[src/rtl/mem_access_unit.sv]
// Memory-side stage: turns control strobes into a req/ack bus access.
// Holds IR/MDR and stalls control while a transaction is outstanding.
module mem_access_unit #(
    parameter int DATA_W  = 16,
    parameter int ADDR_W  = 16,
    parameter int TO_W    = 8,
    parameter int TIMEOUT = 255
) (
    input  logic              CLK,
    input  logic              Reset,
    input  logic              MemRead,
    input  logic              MemWrite,
    input  logic              IorD,
    input  logic              IRenable,
    input  logic [ADDR_W-1:0] PC,
    input  logic [ADDR_W-1:0] ALUOut,
    input  logic [DATA_W-1:0] WriteData,
    output logic              mem_req,
    output logic              mem_we,
    output logic [ADDR_W-1:0] mem_addr,
    output logic [DATA_W-1:0] mem_wdata,
    input  logic [DATA_W-1:0] mem_rdata,
    input  logic              mem_ack,
    output logic [DATA_W-1:0] IR,
    output logic [4:0]        OPcode,
    output logic [DATA_W-1:0] MDR,
    output logic              Stall,
    output logic              BusErr
);

    typedef enum logic [1:0] {
        S_IDLE,
        S_WAIT,
        S_DONE
    } state_t;

    localparam logic [TO_W-1:0] TO_LIM = TO_W'(TIMEOUT);

    state_t            r_state;
    state_t            w_state_nxt;

    logic              r_req;
    logic              r_we;
    logic [ADDR_W-1:0] r_addr;
    logic [DATA_W-1:0] r_wdata;
    logic [DATA_W-1:0] r_ir;
    logic [DATA_W-1:0] r_mdr;
    logic              r_stall;
    logic              r_buserr;
    logic [TO_W-1:0]   r_cnt;
    logic              r_dst_ir;
    logic [3:0]        r_tag;
    logic [3:0]        r_last_tag;

    logic [3:0]        w_tag;
    logic              w_req;
    logic              w_start;
    logic [TO_W-1:0]   w_cnt_nxt;
    logic              w_timeout;

    assign w_tag     = {MemRead, MemWrite, IorD, IRenable};
    assign w_req     = MemRead | MemWrite;
    assign w_start   = (r_state == S_IDLE) && w_req
                       && (w_tag != r_last_tag);
    assign w_cnt_nxt = r_cnt + TO_W'(1);
    // ack has priority over an expiring counter
    assign w_timeout = !mem_ack && (w_cnt_nxt == TO_LIM);

    always_ff @(posedge CLK or posedge Reset) begin
        if (Reset) begin
            r_state <= S_IDLE;
        end else begin
            r_state <= w_state_nxt;
        end
    end

    always_comb begin
        w_state_nxt = r_state;
        unique case (r_state)
            S_IDLE: begin
                if (w_start) begin
                    w_state_nxt = S_WAIT;
                end
            end
            S_WAIT: begin
                if (mem_ack || w_timeout) begin
                    w_state_nxt = S_DONE;
                end
            end
            S_DONE: begin
                w_state_nxt = S_IDLE;
            end
            default: begin
                w_state_nxt = S_IDLE;
            end
        endcase
    end

    always_ff @(posedge CLK or posedge Reset) begin
        if (Reset) begin
            r_req      <= 1'b0;
            r_we       <= 1'b0;
            r_addr     <= '0;
            r_wdata    <= '0;
            r_ir       <= '0;
            r_mdr      <= '0;
            r_stall    <= 1'b0;
            r_buserr   <= 1'b0;
            r_cnt      <= '0;
            r_dst_ir   <= 1'b0;
            r_tag      <= '0;
            r_last_tag <= '0;
        end else begin
            unique case (r_state)
                S_IDLE: begin
                    // an all-zero tag re-arms a repeat of the last access
                    if (w_tag == 4'b0000) begin
                        r_last_tag <= '0;
                    end
                    if (w_start) begin
                        r_addr   <= IorD ? ALUOut : PC;
                        r_we     <= MemWrite;
                        r_wdata  <= WriteData;
                        r_dst_ir <= IRenable;
                        r_tag    <= w_tag;
                        r_req    <= 1'b1;
                        r_stall  <= 1'b1;
                        r_cnt    <= '0;
                    end
                end
                S_WAIT: begin
                    r_cnt <= w_cnt_nxt;
                    if (mem_ack) begin
                        r_req <= 1'b0;
                        r_we  <= 1'b0;
                        if (!r_we) begin
                            if (r_dst_ir) begin
                                r_ir <= mem_rdata;
                            end else begin
                                r_mdr <= mem_rdata;
                            end
                        end
                    end else if (w_timeout) begin
                        r_req    <= 1'b0;
                        r_we     <= 1'b0;
                        r_buserr <= 1'b1;
                    end
                end
                S_DONE: begin
                    r_stall    <= 1'b0;
                    r_last_tag <= r_tag;
                end
                default: begin
                    r_stall <= 1'b0;
                end
            endcase
        end
    end

    assign mem_req   = r_req;
    assign mem_we    = r_we;
    assign mem_addr  = r_addr;
    assign mem_wdata = r_wdata;
    assign IR        = r_ir;
    assign OPcode    = r_ir[DATA_W-1 -: 5];
    assign MDR       = r_mdr;
    assign Stall     = r_stall;
    assign BusErr    = r_buserr;

endmodule

[config.mk]
export PLATFORM = sky130hd
export DESIGN_NAME = mem_access_unit
export DESIGN_NICKNAME = d
export VERILOG_FILES = /design/src/rtl/mem_access_unit.sv
export SDC_FILE = /design/constraint.sdc
export NUM_CORES = 1
export LEC_CHECK = 0
export ABC_AREA = 1
export BUFFER_PORTS_ARGS = -buffer_cell sky130_fd_sc_hd__buf_2
export CORE_ASPECT_RATIO = 1.5
export CORE_MARGIN = 8
export CORE_UTILIZATION = 49
export DETAILED_ROUTE_END_ITERATION = 8
export PLACE_DENSITY = 0.89
export SLEW_MARGIN = 20
export SYNTH_ARGS = -nofsm -noshare
export SYNTH_HDL_FRONTEND = slang
export SYNTH_SLANG_ARGS = --single-unit
[constraint.sdc]
create_clock -name CLK -period 3.45 [get_ports CLK]
set_clock_uncertainty 0.2 [all_clocks]
set_input_delay 0.69 -clock CLK [delete_from_list [all_inputs] [get_ports CLK]]
set_output_delay 0.69 -clock CLK [all_outputs]
set_load 0.005 [all_outputs]
==> results of run 1 <==
==> per-stage QoR <==
stage,hold WS (ns),area (µm²),instances,setup WS [ns]
2_1_floorplan,0.250,3730,346,0.338
3_3_place_gp,0.251,4490,576,0.548
3_5_place_dp,0.255,4490,576,0.468
4_1_cts,0.257,4840,592,0.707
5_1_grt,0.283,4840,592,0.464
6_report,0.234,4840,592,0.701
==> where the power goes <==
part | switching (µW) | internal (µW)
sequential | 284 | 1480
combinational | 783 | 735
clock | 365 | 725
==> per-layer routing <==
layer,up-vias,global-route usage (%),part of all wire [%]
met5,-,0,0
met1,1389,18.1,39
met4,0,5.19,1.1
li1,1422,-,-
met3,7,6.99,8.9
met2,108,30.0,51
==> cell families after synthesis <==
| family | Yosys count | share of synthesized area, % |
|---|---|---|
| xor+xnor | 4 | 0.938 |
| mux | 48 | 14.9 |
| compound gates | 36 | 5.19 |
| flops | 86 | 57.6 |
| simple gates | 129 | 15.0 |
| buf+inv | 41 | 5.63 |
| fa+ha+maj | 2 | 0.670 |
==> registers in the layout, summed over array words and instances (netlist names) <==
signal      flops
r_last_tag      4
mem_addr       16
mem_wdata      16
mem_req         1
mem_we          1
IR             16
BusErr          1
MDR            16
Stall           1
r_tag           4
r_state         2
r_cnt           8
==> worst register-to-register path, cell delays in order, from the launching register on <==
cell and delay [ns]:
dfrtp_1 0.51, nor3_2 0.88, nand2_1 0.40, buf_4 0.38, a22o_1 0.27
==> area by class of cell <==
class	instances	share of cell area, %
Clock inverter	6	2.25
Clock buffer	10	4.94
Timing Repair Buffer	147	15.7
Multi-Input combinational cell	219	28.3
Sequential cell	86	44.4
Tap cell	102	2.64
Inverter	22	1.73
==> worst paths after layout <==
path | startpoint | endpoint | slack [ns] | cells past startpoint
worst min-delay path | Reset | MDR[12]$_DFFE_PP0P_ | 0.23 | 2
worst min register to register | mem_wdata[9]$_DFFE_PP0P_ | mem_wdata[9]$_DFFE_PP0P_ | 0.27 | 2
min in group CLK | mem_wdata[9]$_DFFE_PP0P_ | mem_wdata[9]$_DFFE_PP0P_ | 0.27 | 2
max in group asynchronous | Reset | r_tag[3]$_DFFE_PP0P_ | 2.14 | 3
worst max register to register | r_state[1]$_DFFE_PP0P_ | r_tag[3]$_DFFE_PP0P_ | 0.70 | 4
worst max-delay path | r_state[1]$_DFFE_PP0P_ | r_tag[3]$_DFFE_PP0P_ | 0.70 | 4
==> placed cells by master, fill, tap and decap left out <==
master     netlist  layout
a21oi_1          1       1
a22o_1           1       1
a31o_2           1       1
and2_1           1       1
buf_12           0       1
buf_2            3     143
buf_4           10       3
bufinv_16        0       3
clkbuf_16        0       9
clkbuf_8         0       1
clkinv_2         0       3
clkinv_4         0       1
dfrtp_1         86      86
ha_1             2       2
inv_1           20      19
inv_2            2       2
mux2_2          22      22
mux2_4          10      10
mux2i_1         16      16
nand2_1         84      84
nand2_2          1       1
nand3_1         26      26
nand4_1          3       3
nor2_1           9       9
nor2_2           1       1
nor2_4           1       1
nor3_2           1       1
nor3_4           1       1
o21ai_0         28      28
o22ai_1          5       5
or2_2            1       1
xnor2_1          4       4
==> reports/qor.txt, run 1 <==
Max_cap viols: 0
Placed wire-length estimate: 6.90 mm
Pwr Total: 4370 µW
Wire length after detailed routing: 8.90 mm
Crit end category: register
First-pass GRT wire length: 14.4 mm
# port buffers: 143
Synthesis warning total: 0
Min-Delay Path Class: input port to async pin
# rows: 39
Top cell type's share of synthesized area: 57.6%
Die width: 87.3 µm
Initial cell density of the core: 49.7%
CP max stage cell: nor3_2
Final Util: 64.4%
Hold buffer count at CTS: 0
Seq/Total Area, Yosys: 57.6%
Post-CTS resize count: 0
Core area: 0.00751 mm²
Die area: 0.0107 mm²
Minimum clock period after layout: 2.75 ns
Worst skew pair latency: 0.33 ns
Dominant synthesized flop cell: dfrtp_1
Maximum clock rate: 0.364 GHz
CP arrival: 2.76 ns
Syn_area_per_cell: 10.8 µm²
Final period util: 79.7%
Worst Tran Pin Value: 1.01 ns
DRT Pass-1 Iters: 4
Vias in the first global route: 3094
RePlAce Congestion: 0.834
Via density: 4.94
Worst Path Max Fanout: 50
Setup violators final: 0
Antenna violations before repair: 0
Iter 0 DRT Violations: 93
Area leader, netlist: dfrtp_1
Die Y: 123 µm
Setup TNS: 0 ns
Gr usage total: 17.1%
Slew headroom: 32.3%
Vias: 2926
Largest stage delay, worst path: 0.88 ns
Cell family with most CP delay: simple AND/OR/NAND/NOR gates
Synth Register Bits: 86
Most frequent cell after synthesis: dfrtp_1
Clk pin slew, worst setup/hold paths: 0.06 ns
Fill count: 637
CTS buffer count: 9
Power Density: 902 mW/mm²
Clock Tree Root: clkbuf_16
Post-synthesis cell type count: 29
Reg area: 0.00215 mm²
Maximum number of pins on one net before global-route repair: 51
Top post-synthesis cells by area: dfrtp_1, nand2_1, mux2_2
Gr ovfl total: 0
Share of layout cells above drive strength 1: 41.8%
Max VDD drop: 0.000498 V
Synth-to-layout area growth: 29.6%
Final hold vios: 0
Multi-input gate area: 0.00137 mm²
Pins over their slew limit: 0
I/O pins: 144
Final-stage net count: 558
Max clock buf depth: 2
Post-CTS setup buffer count: 0
Req. time, crit path: 3.46 ns
Status: finished, final reports clean
CTS tree: yes
Post-route DRC: 0
Post-Syn Area: 0.00373 mm²
Antenna Violating Nets Remaining: 0
Antenna diodes: 0
RSZ-0062 raised after global routing: no
Worst setup SP type: register
WP buf/inv: 1
Per-cell routed wire length: 15.0 µm
H-tree depth: 3
Top cells by count, synth: dfrtp_1, nand2_1, o21ai_0, nand3_1, mux2_2
Leakage: 0.00257 µW
Setup CP Type: register to register
Gate count after technology mapping: 346
Number of flops mapped to enable cells by yosys: 0
Worst path cell trace: nor3_2 > nand2_1 > buf_4 > a22o_1
Async SR Flop Fraction: 100%
CTS Sinks: 86
Syn_nets: 419
Power figures use the tool's default switching activity.
==> run 2, diff against run 1 <==
ABC_AREA = 0   (was 1)
clock period = 2.55 ns   (was 3.45 ns; I/O delays follow)
==> reports/qor.txt, run 2 <==
Synth-to-layout area growth: 27.9%
Top post-synthesis cells by area: dfrtp_1, mux2_2, mux2_4
Hold buffer count at CTS: 0
Post-CTS resize count: 0
Dominant synthesized flop cell: dfrtp_1
Vias in the first global route: 2994
Antenna diodes: 0
Req. time, crit path: 2.56 ns
Post-synthesis cell type count: 40
Antenna violations before repair: 0
# rows: 39
Synthesis warning total: 0
Die area: 0.0108 mm²
Core area: 0.00756 mm²
Via density: 5.12
Antenna Violating Nets Remaining: 0
Worst skew pair latency: 0.33 ns
Post-CTS setup buffer count: 0
Minimum clock period after layout: 2.09 ns
Multi-input gate area: 0.00147 mm²
Clk pin slew, worst setup/hold paths: 0.06 ns
Slew headroom: 69.0%
RePlAce Congestion: 0.834
# port buffers: 143
First-pass GRT wire length: 14.5 mm
Synth Register Bits: 86
Iter 0 DRT Violations: 59
Min-Delay Path Class: input port to async pin
Worst Tran Pin Value: 0.466 ns
Async SR Flop Fraction: 100%
Maximum clock rate: 0.478 GHz
Worst-case reg-to-reg path depth: 5
Power Density: 1190 mW/mm²
CTS Sinks: 86
Setup CP Type: register to register
Leakage: 0.00240 µW
Syn_area_per_cell: 13.4 µm²
Max clock buf depth: 2
Initial cell density of the core: 49.8%
Worst Path Max Fanout: 19
CP arrival: 2.10 ns
DRT Pass-1 Iters: 4
Final-stage net count: 498
Most frequent cell after synthesis: dfrtp_1
Vias: 2713
H-tree depth: 3
Wire length after detailed routing: 8.91 mm
Syn_nets: 354
Fill count: 604
RSZ-0062 raised after global routing: no
CTS tree: yes
Area leader, netlist: dfrtp_1
Clock Tree Root: clkbuf_16
Gr ovfl total: 0
Placed wire-length estimate: 6.67 mm
Max VDD drop: 0.000816 V
Per-cell routed wire length: 16.8 µm
Final period util: 82.0%
I/O pins: 144
Maximum number of pins on one net before global-route repair: 87
Post-route DRC: 0
Worst setup SP type: register
Die Y: 123 µm
Setup TNS: 0 ns
Reg area: 0.00215 mm²
Top cell type's share of synthesized area: 57.1%
Top cells by count, synth: dfrtp_1, mux2_2, nor2_1, mux2_4, a21oi_1
Commonest non-fill, non-tap cell in the layout: buf_2
Most frequent cells in the layout: buf_2, dfrtp_1, mux2_2, nor2_1, mux2_4
Status: finished, final reports clean
CTS buffer count: 9
Post-Syn Area: 0.00377 mm²
Setup violators final: 0
Max_cap viols: 0
Crit end category: register
Gr usage total: 17.3%
Final Util: 63.7%
Die width: 87.6 µm
Gate count after technology mapping: 281
Share of layout cells above drive strength 1: 50.9%
Number of flops mapped to enable cells by yosys: 0
Pins over their slew limit: 0
Seq/Total Area, Yosys: 57.1%
Final hold vios: 0
[run 2: cell count changes after synthesis, moves of 3 or more]
cell	change
nand3_1	-21
o21ai_0	-18
o22ai_1	-4
inv_1	-13
a21o_1	+3
xor2_1	+5
mux2_2	+5
nor2_1	+14
a21oi_1	+16
a22o_1	+6
mux2_4	+10
nand2_1	-75
buf_4	-3
[run 2: where the power goes]
group	total, µW	switching (µW)	internal (µW)
registers	2400	399	2000
clock network	1150	476	672
logic	2200	985	1220
[run 2: routing by layer]
metal	share of wire, %	vias to the layer above	track usage [%]	routed length [µm]
met2	53	103	30.1	4760
met5	0	-	0	0
met1	37	1327	18.8	3310
li1	-	1273	-	-
met4	1.3	0	6.16	112
met3	8.1	10	6.05	722
[run 2: kinds of logic after synthesis]
| logic type | count (synthesis) | share of synthesized area [%] |
|---|---|---|
| AO/OA/AOI/OAI | 49 | 8.80 |
| adder cells (fa/ha/maj) | 2 | 0.664 |
| AND/OR/NAND/NOR | 48 | 6.48 |
| buffers and inverters | 23 | 3.99 |
| XOR/XNOR | 8 | 2.06 |
| flip-flops | 86 | 57.1 |
| multiplexers | 65 | 20.9 |
[run 2: through the flow]
stage	area (µm²)	total power, µW	setup WS, ns	hold slack, ns	cells
CTS	4820	5840	0.451	0.119	530
finish	4820	5750	0.459	0.0655	530
global route	4820	6140	0.379	0.147	530
floorplan	3770	3760	0.415	0.245	281
global placement	4560	4510	0.285	0.264	516
detailed placement	4560	4650	0.241	0.263	516
[run 2: worst paths after layout]
| check | startpoint | to | slack [ns] |
|---|---|---|---|
| worst max-delay path | r_state[1]$_DFFE_PP0P_ | IR[3]$_DFFE_PP0P_ | 0.46 |
| worst min-delay path | Reset | mem_wdata[7]$_DFFE_PP0P_ | 0.07 |
| worst max register to register | r_state[1]$_DFFE_PP0P_ | IR[3]$_DFFE_PP0P_ | 0.46 |
| worst min register to register | BusErr$_DFFE_PP0P_ | BusErr$_DFFE_PP0P_ | 0.28 |
| max in group asynchronous | Reset | r_tag[1]$_DFFE_PP0P_ | 1.69 |
| min in group CLK | WriteData[8] | mem_wdata[8]$_DFFE_PP0P_ | 0.21 |
[run 2: layout make-up]
cell class                      instances  area share [%]
Sequential cell                        86            44.7
Tap cell                              102            2.65
Clock inverter                          2           0.208
Clock buffer                           12            5.12
Inverter                                7           0.623
Multi-Input combinational cell        172            30.4
Timing Repair Buffer                  149            16.3
[run 2: worst max-delay path, stage by stage, from the launching register on]
cell,delay [ns]
dfrtp_1,0.38
inv_1,0.19
nand2_4,0.19
or4_1,0.44
buf_4,0.25
mux2_4,0.33
